## config.mk

```make
export PLATFORM = sky130hd
export DESIGN_NAME = exc_commit_ctrl
export DESIGN_NICKNAME = d
export VERILOG_FILES = /design/src/rtl/exc_commit_ctrl_pkg.sv /design/src/rtl/exc_commit_ctrl_prio_enc.sv /design/src/rtl/exc_commit_ctrl.sv
export SDC_FILE = /design/constraint.sdc
export NUM_CORES = 1
export LEC_CHECK = 0
export ABC_AREA = 1
export CAP_MARGIN = 20
export CORE_ASPECT_RATIO = 0.7
export CORE_MARGIN = 2
export CORE_UTILIZATION = 30
export CTS_CLUSTER_DIAMETER = 120
export DETAILED_ROUTE_END_ITERATION = 8
export PLACE_DENSITY = 0.74
export RECOVER_POWER = 50
export REMOVE_ABC_BUFFERS = 1
export SYNTH_ARGS = -nofsm -noshare
export SYNTH_HDL_FRONTEND = slang
export SYNTH_HIERARCHICAL = 1
export SYNTH_SLANG_ARGS = --single-unit
```

## constraint.sdc

```tcl
create_clock -name clk -period 2.1 [get_ports clk]
set_clock_uncertainty 0.05 [all_clocks]
set_input_delay 0.525 -clock clk [delete_from_list [all_inputs] [get_ports clk]]
set_output_delay 0.525 -clock clk [all_outputs]
set_load 0.05 [all_outputs]
```

## src/rtl/exc_commit_ctrl_pkg.sv

```systemverilog
// Shared definitions for the exception/ERET commit controller: CP0 exc_type bit
// positions, raw flag positions, the default exception vector and FSM states.
package exc_commit_ctrl_pkg;

    localparam int EXC_W    = 7;
    localparam int EXC_INT  = 6;
    localparam int EXC_ADEL = 5;
    localparam int EXC_ADES = 4;
    localparam int EXC_SYS  = 3;
    localparam int EXC_BP   = 2;
    localparam int EXC_RI   = 1;
    localparam int EXC_OV   = 0;

    // Bit positions inside the raw ws_exc vector {adel_if, ri, ov, sys, bp, ades}
    localparam int RAW_W       = 6;
    localparam int RAW_ADEL_IF = 5;
    localparam int RAW_RI      = 4;
    localparam int RAW_OV      = 3;
    localparam int RAW_SYS     = 2;
    localparam int RAW_BP      = 1;
    localparam int RAW_ADES    = 0;

    localparam logic [31:0] EXC_VECTOR_DEFAULT = 32'hbfc00380;

    typedef enum logic [1:0] {
        ST_IDLE  = 2'd0,
        ST_FLUSH = 2'd1,
        ST_REDIR = 2'd2
    } state_t;

    function automatic logic [EXC_W-1:0] excBit(input int idx);
        logic [EXC_W-1:0] v;
        v      = '0;
        v[idx] = 1'b1;
        return v;
    endfunction

endpackage

```

## src/rtl/exc_commit_ctrl_prio_enc.sv

```systemverilog
// Exception priority encoder: raw flags plus pending interrupt in, one-hot CP0
// exc_type out, along with which address source feeds bad_vaddr.
module exc_commit_ctrl_prio_enc
    import exc_commit_ctrl_pkg::*;
(
    input  logic             i_intHappen,
    input  logic [RAW_W-1:0] i_exc,
    input  logic             i_adelLd,
    output logic [EXC_W-1:0] o_excType,
    output logic             o_isAdelIf,
    output logic             o_isDataAddr
);

    // Interrupt wins over everything; fetch address errors beat data address errors.
    always_comb begin
        o_excType    = '0;
        o_isAdelIf   = 1'b0;
        o_isDataAddr = 1'b0;
        if (i_intHappen) begin
            o_excType = excBit(EXC_INT);
        end else if (i_exc[RAW_ADEL_IF]) begin
            o_excType  = excBit(EXC_ADEL);
            o_isAdelIf = 1'b1;
        end else if (i_exc[RAW_RI]) begin
            o_excType = excBit(EXC_RI);
        end else if (i_exc[RAW_OV]) begin
            o_excType = excBit(EXC_OV);
        end else if (i_exc[RAW_SYS]) begin
            o_excType = excBit(EXC_SYS);
        end else if (i_exc[RAW_BP]) begin
            o_excType = excBit(EXC_BP);
        end else if (i_adelLd) begin
            o_excType    = excBit(EXC_ADEL);
            o_isDataAddr = 1'b1;
        end else if (i_exc[RAW_ADES]) begin
            o_excType    = excBit(EXC_ADES);
            o_isDataAddr = 1'b1;
        end
    end

endmodule

```

## src/rtl/exc_commit_ctrl.sv

```systemverilog
// Exception/ERET commit controller at the writeback boundary: pulses CP0 once per
// trapping instruction, holds flush, then offers a redirect PC to fetch.
module exc_commit_ctrl
    import exc_commit_ctrl_pkg::*;
#(
    parameter logic [31:0] EXC_VECTOR   = EXC_VECTOR_DEFAULT,
    parameter int unsigned FLUSH_CYCLES = 2
) (
    input  logic             clk,
    input  logic             resetn,
    input  logic             ws_valid,
    output logic             ws_ready,
    input  logic [RAW_W-1:0] ws_exc,
    input  logic             ws_adel_ld,
    input  logic             ws_eret,
    input  logic [31:0]      ws_pc,
    input  logic             ws_is_slot,
    input  logic [31:0]      ws_data_vaddr,
    input  logic             int_happen,
    input  logic [31:0]      cp0_epc,
    output logic [EXC_W-1:0] exc_type,
    output logic [31:0]      exc_pc,
    output logic             exc_is_slot,
    output logic [31:0]      exc_bad_vaddr,
    output logic             eret,
    output logic             flush,
    output logic             redirect_valid,
    input  logic             redirect_ready,
    output logic [31:0]      redirect_pc
);

    localparam logic [3:0] FLUSH_LOAD = 4'(FLUSH_CYCLES - 1);

    state_t           r_state;
    state_t           w_nextState;
    logic [3:0]       r_count;
    logic [3:0]       w_nextCount;
    logic [31:0]      r_redirPc;
    logic [31:0]      w_nextRedirPc;

    logic [EXC_W-1:0] w_excType;
    logic             w_isAdelIf;
    logic             w_isDataAddr;
    logic             w_accept;
    logic             w_anyExc;
    logic             w_trigger;

    exc_commit_ctrl_prio_enc u_prioEnc (
        .i_intHappen  (int_happen),
        .i_exc        (ws_exc),
        .i_adelLd     (ws_adel_ld),
        .o_excType    (w_excType),
        .o_isAdelIf   (w_isAdelIf),
        .o_isDataAddr (w_isDataAddr)
    );

    // Accept is gated by resetn so no CP0 pulse can leak out while reset is held.
    assign ws_ready  = (r_state == ST_IDLE);
    assign w_accept  = ws_valid & ws_ready & resetn;
    assign w_anyExc  = int_happen | (|ws_exc) | ws_adel_ld;
    assign w_trigger = w_accept & (w_anyExc | ws_eret);

    assign exc_type      = w_accept ? w_excType : '0;
    assign eret          = w_accept & ws_eret & ~w_anyExc;
    assign exc_pc        = w_trigger ? ws_pc : '0;
    assign exc_is_slot   = w_trigger & ws_is_slot;
    assign exc_bad_vaddr = !w_accept    ? '0 :
                           w_isAdelIf   ? ws_pc :
                           w_isDataAddr ? ws_data_vaddr : '0;

    assign flush          = w_trigger | (r_state != ST_IDLE);
    assign redirect_valid = (r_state == ST_REDIR);
    assign redirect_pc    = redirect_valid ? r_redirPc : '0;

    always_ff @(posedge clk or negedge resetn) begin
        if (!resetn) begin
            r_state   <= ST_IDLE;
            r_count   <= '0;
            r_redirPc <= '0;
        end else begin
            r_state   <= w_nextState;
            r_count   <= w_nextCount;
            r_redirPc <= w_nextRedirPc;
        end
    end

    // The redirect target is captured on accept; cp0_epc is only meaningful that cycle.
    always_comb begin
        w_nextState   = r_state;
        w_nextCount   = r_count;
        w_nextRedirPc = r_redirPc;
        case (r_state)
            ST_IDLE: begin
                if (w_trigger) begin
                    w_nextState   = ST_FLUSH;
                    w_nextCount   = FLUSH_LOAD;
                    w_nextRedirPc = w_anyExc ? EXC_VECTOR : cp0_epc;
                end
            end
            ST_FLUSH: begin
                if (r_count == 4'd0) begin
                    w_nextState = ST_REDIR;
                end else begin
                    w_nextCount = r_count - 4'd1;
                end
            end
            ST_REDIR: begin
                if (redirect_ready) begin
                    w_nextState = ST_IDLE;
                end
            end
            default: begin
                w_nextState = ST_IDLE;
            end
        endcase
    end

endmodule

```

==> reports/summary.md <==
The run gives 0 as the number of violations of the max-capacitance limit. The area used by multi-input combinational logic was 2570 um2; the clock transition time at the flip-flop clock pins of the worst setup and hold paths was 60 ps. Pin placement for this block handled 218 I/O pins.

After technology mapping, the gate count stands at 471. The row count was 29; the number of sinks on the clock net was 38. Along the worst path, the maximum fanout reaches 8.

TritonCTS built the clock tree. The congestion estimate from routability-driven global placement came to 0.910. The area share of the largest cell type after synthesis is 0.343, and the area share of and/or/nand/nor cells after synthesis is 0.380.

The aggregate global routing overflow was 0; the clock insertion delay at the later pin of the skew report was 280 ps. The logs give 22.9 mm for the total wire length after detailed routing and 0.285 for the worst slew margin relative to its limit. The slack of the worst reg-to-reg path is 20 ps, and the overall die height is 84.4 um. The worst path setup slack after routing came out at -501 ps.

For the worst-case hold slack, the log shows 425 ps. Multiplexer fraction of the synthesized cell area: 0. The worst-margin pin slew is 1070 ps. The number of antenna violations at the first check in global routing is 2. The critical path arrival was 2030 ps; the final critical delay including setup and external delays was 2600 ps.

Die footprint: 10000 um2. The post-detailed-route count of antenna-violating nets is 0, and the register area is 951 um2. Setup violations remaining at the end of the flow were counted as 106. The compound-gate portion of the synthesized area is 0.103, and the share of synthesized flip-flops with an asynchronous set or reset is 1.00.

In the final routed layout, each cell accounts on average for 26.3 um. The max-slew violation count is 0. The run gives 0.908 as the final design utilization. The tools report the number of endpoints with negative hold slack in the final report as 0. The arithmetic-cell share of the synthesized area counting full adders, half adders and majority gates was 0.00452. The post-place instance area came out at 5990 um2. The slowest stage of the critical path is the sky130_fd_sc_hd__nor2_4 cell. STA puts the critical path data required time at 1520 ps. The worst hold path belongs to the class flip-flop to flip-flop.

In the layout the commonest cells are sky130_fd_sc_hd__nand2_1, sky130_fd_sc_hd__clkdlybuf4s50_1, sky130_fd_sc_hd__buf_12, sky130_fd_sc_hd__inv_1, sky130_fd_sc_hd__nor2_4. The combinational family with the most area after synthesis is simple AND/OR/NAND/NOR gates. The total of hold buffers inserted after clock tree synthesis is 0, and the growth of design area from synthesis to finish is 195%.

The analysis attributes to cell leakage a power of 3.52 nW. The kind of start point of the critical path is an input port. The mapped netlist covers 2770 um2. In the routed layout, each cell is associated on average with a via count of 5.54.

Across the VDD grid, the largest voltage drop is 0.000804 V. The most repeated library cell on the critical path is sky130_fd_sc_hd__buf_12. Total power for the finished layout comes to 5.68 mW. After the last flow step, the layout net total stands at 857. Buffers inserted during clock tree synthesis total 5. For the overall track demand over capacity in global routing, the log shows 0.413.

The layout has 299 filler cells. During synthesis, Yosys emitted a total of 6 warnings. Cell type with the highest aggregate area in the netlist: sky130_fd_sc_hd__dfrtp_1.

For this design the ratio of total power to cell area is 695 nW/um2. The flow ran to the end, but the final reports show violations. The critical setup path kind was input port to output port.

Entering global routing, the biggest net connects 33 pins. CTS built an H-tree with a depth of 2. The run gives 0 as the count of unresolved DRC violations after routing.

The average size of a mapped cell is 5.88 um2, and the number of distinct library cells after synthesis is 23. The XOR/XNOR share of the synthesized area is 0, and the delay of the slowest cell on the worst path is 250 ps. Setup repair after global routing could not meet its margin everywhere. The count of buffers added on input and output ports is 217. For this block, the via count after detailed routing is 4837. From left edge to right edge, the die measures 119 um. In this run the standard cell core region covers 9000 um2. Ranked by total cell area, the synthesized netlist is headed by sky130_fd_sc_hd__dfrtp_1, sky130_fd_sc_hd__nand2_1, sky130_fd_sc_hd__inv_1.

The number of optimization iterations in the first detailed-route pass was 5. For the final instance count without filler cells, the log shows 873. The critical path goes through buf_8 > buf_6 > nand2_1 > inv_1 > nor2_4 > buf_12 > buf_12 > nand2_4 > a21oi_4 > buf_12. The library cell used most frequently in the layout, excluding fill and tap cells, is sky130_fd_sc_hd__nand2_1. The count of state elements after synthesis was 38.

The share of post-route cells with drive strength above 1 works out to 0.489. The logs give 0.308 for the starting density of the core and 2 for the maximum buffer depth of the clock tree. Counting tap cells, the placed design contains a total of 822 instances. The first-pass GRT wire length was 31.3 mm.

The checks that failed: setup timing. Sequential cell area fraction in the yosys report: 0.343. The portion of the clock cycle consumed by the worst path in the final layout came out at 1.24. The worst setup path is captured at an output port. The detailed-placement wirelength estimate came out at 10.0 mm. The fmax is 385 MHz, and the final instance area is 8170 um2.

The most frequently used flop master after synthesis was sky130_fd_sc_hd__dfrtp_1. In this run, synthesis inferred 0 flip-flops with an integrated enable. The detailed router finished its first iteration with 500 violations. For the via count of the first global-routing pass, the log shows 4830. The tree is rooted in a sky130_fd_sc_hd__clkbuf_16.
==> layer usage <==
metal  global-route usage  up-vias  part of all wire
li1                     -     1943                 -
met1                0.489     2345              0.36
met2                0.679      393              0.45
met3                0.118      156              0.10
met4                0.231        0             0.081
met5                    0        -                 0
==> cells in the mapped netlist (2+ instances only) <==
| master | n |
|---|---|
| sky130_fd_sc_hd__a21oi_1 | 33 |
| sky130_fd_sc_hd__buf_1 | 3 |
| sky130_fd_sc_hd__buf_2 | 9 |
| sky130_fd_sc_hd__buf_4 | 5 |
| sky130_fd_sc_hd__clkbuf_1 | 9 |
| sky130_fd_sc_hd__dfrtp_1 | 38 |
| sky130_fd_sc_hd__inv_1 | 90 |
| sky130_fd_sc_hd__nand2_1 | 160 |
| sky130_fd_sc_hd__nand3_1 | 4 |
| sky130_fd_sc_hd__nand3_2 | 3 |
| sky130_fd_sc_hd__nor2_1 | 88 |
| sky130_fd_sc_hd__nor2_2 | 3 |
| sky130_fd_sc_hd__nor2_4 | 2 |
| sky130_fd_sc_hd__nor3_1 | 3 |
| sky130_fd_sc_hd__o211ai_1 | 12 |
| sky130_fd_sc_hd__o21ai_1 | 2 |
==> layout make-up <==
cell class,instances,area share
flip-flops and latches,38,0.116
inverters,91,0.0427
repair buffers,294,0.488
clock inverters,2,0.00153
clock buffers,6,0.0170
well taps,124,0.0190
multi-input cells,316,0.315
diodes,2,0.000613
==> power breakdown <==
| part | internal (mW) | switching (mW) | leakage (nW) |
|---|---|---|---|
| clock network | 0.470 | 0.294 | 0.0729 |
| logic | 1.63 | 2.30 | 2.96 |
| registers | 0.884 | 0.0949 | 0.481 |
==> flip-flops by register name, indices dropped and copies added (netlist names) <==
name / cells
r_state: 2
r_count: 4
r_redirPc: 32
==> path summary, 6_finish.rpt <==
| path | from | endpoint | cells past startpoint |
|---|---|---|---|
| min | r_redirPc[30]$_DFFE_PN0P_ | r_redirPc[30]$_DFFE_PN0P_ | 2 |
| max | ws_exc[5] | exc_bad_vaddr[22] | 10 |
| min in group asynchronous | resetn | r_count[1]$_DFFE_PN0P_ | 2 |
| max in group asynchronous | resetn | r_redirPc[30]$_DFFE_PN0P_ | 3 |
| min reg2reg | r_redirPc[30]$_DFFE_PN0P_ | r_redirPc[30]$_DFFE_PN0P_ | 2 |
| max reg2reg | r_count[0]$_DFFE_PN0P_ | r_count[3]$_DFFE_PN0P_ | 9 |
==> worst max-delay path, delay by kind of cell <==
kind,cells,cell delay (ps)
buffers and inverters,6,840
AO/OA/AOI/OAI,1,190
AND/OR/NAND/NOR,3,450
==> logic make-up (layout without fill, tap and decap cells) <==
| kind of cell | Yosys count | in the layout |
|---|---|---|
| other cells | 0 | 2 |
| fa+ha+maj | 1 | 1 |
| flops | 38 | 38 |
| buf+inv | 117 | 393 |
| simple gates | 265 | 265 |
| compound gates | 50 | 50 |
==> through the flow <==
step                worst slack [ps]  setup TNS (ps)
floorplan                      -1040         -109370
global placement                -666          -42660
detailed placement              -671          -45690
CTS                             -444          -17610
global route                    -493          -31970
finish                          -501          -29390
==> timing repair <==
item	4_1_cts	5_1_grt
cloned	10	3
resized for setup	357	81
pin swaps	52	41
buffers inserted	33	19
setup endpoints to repair	104	106
Note: power is estimated with default switching activity, not from simulation.
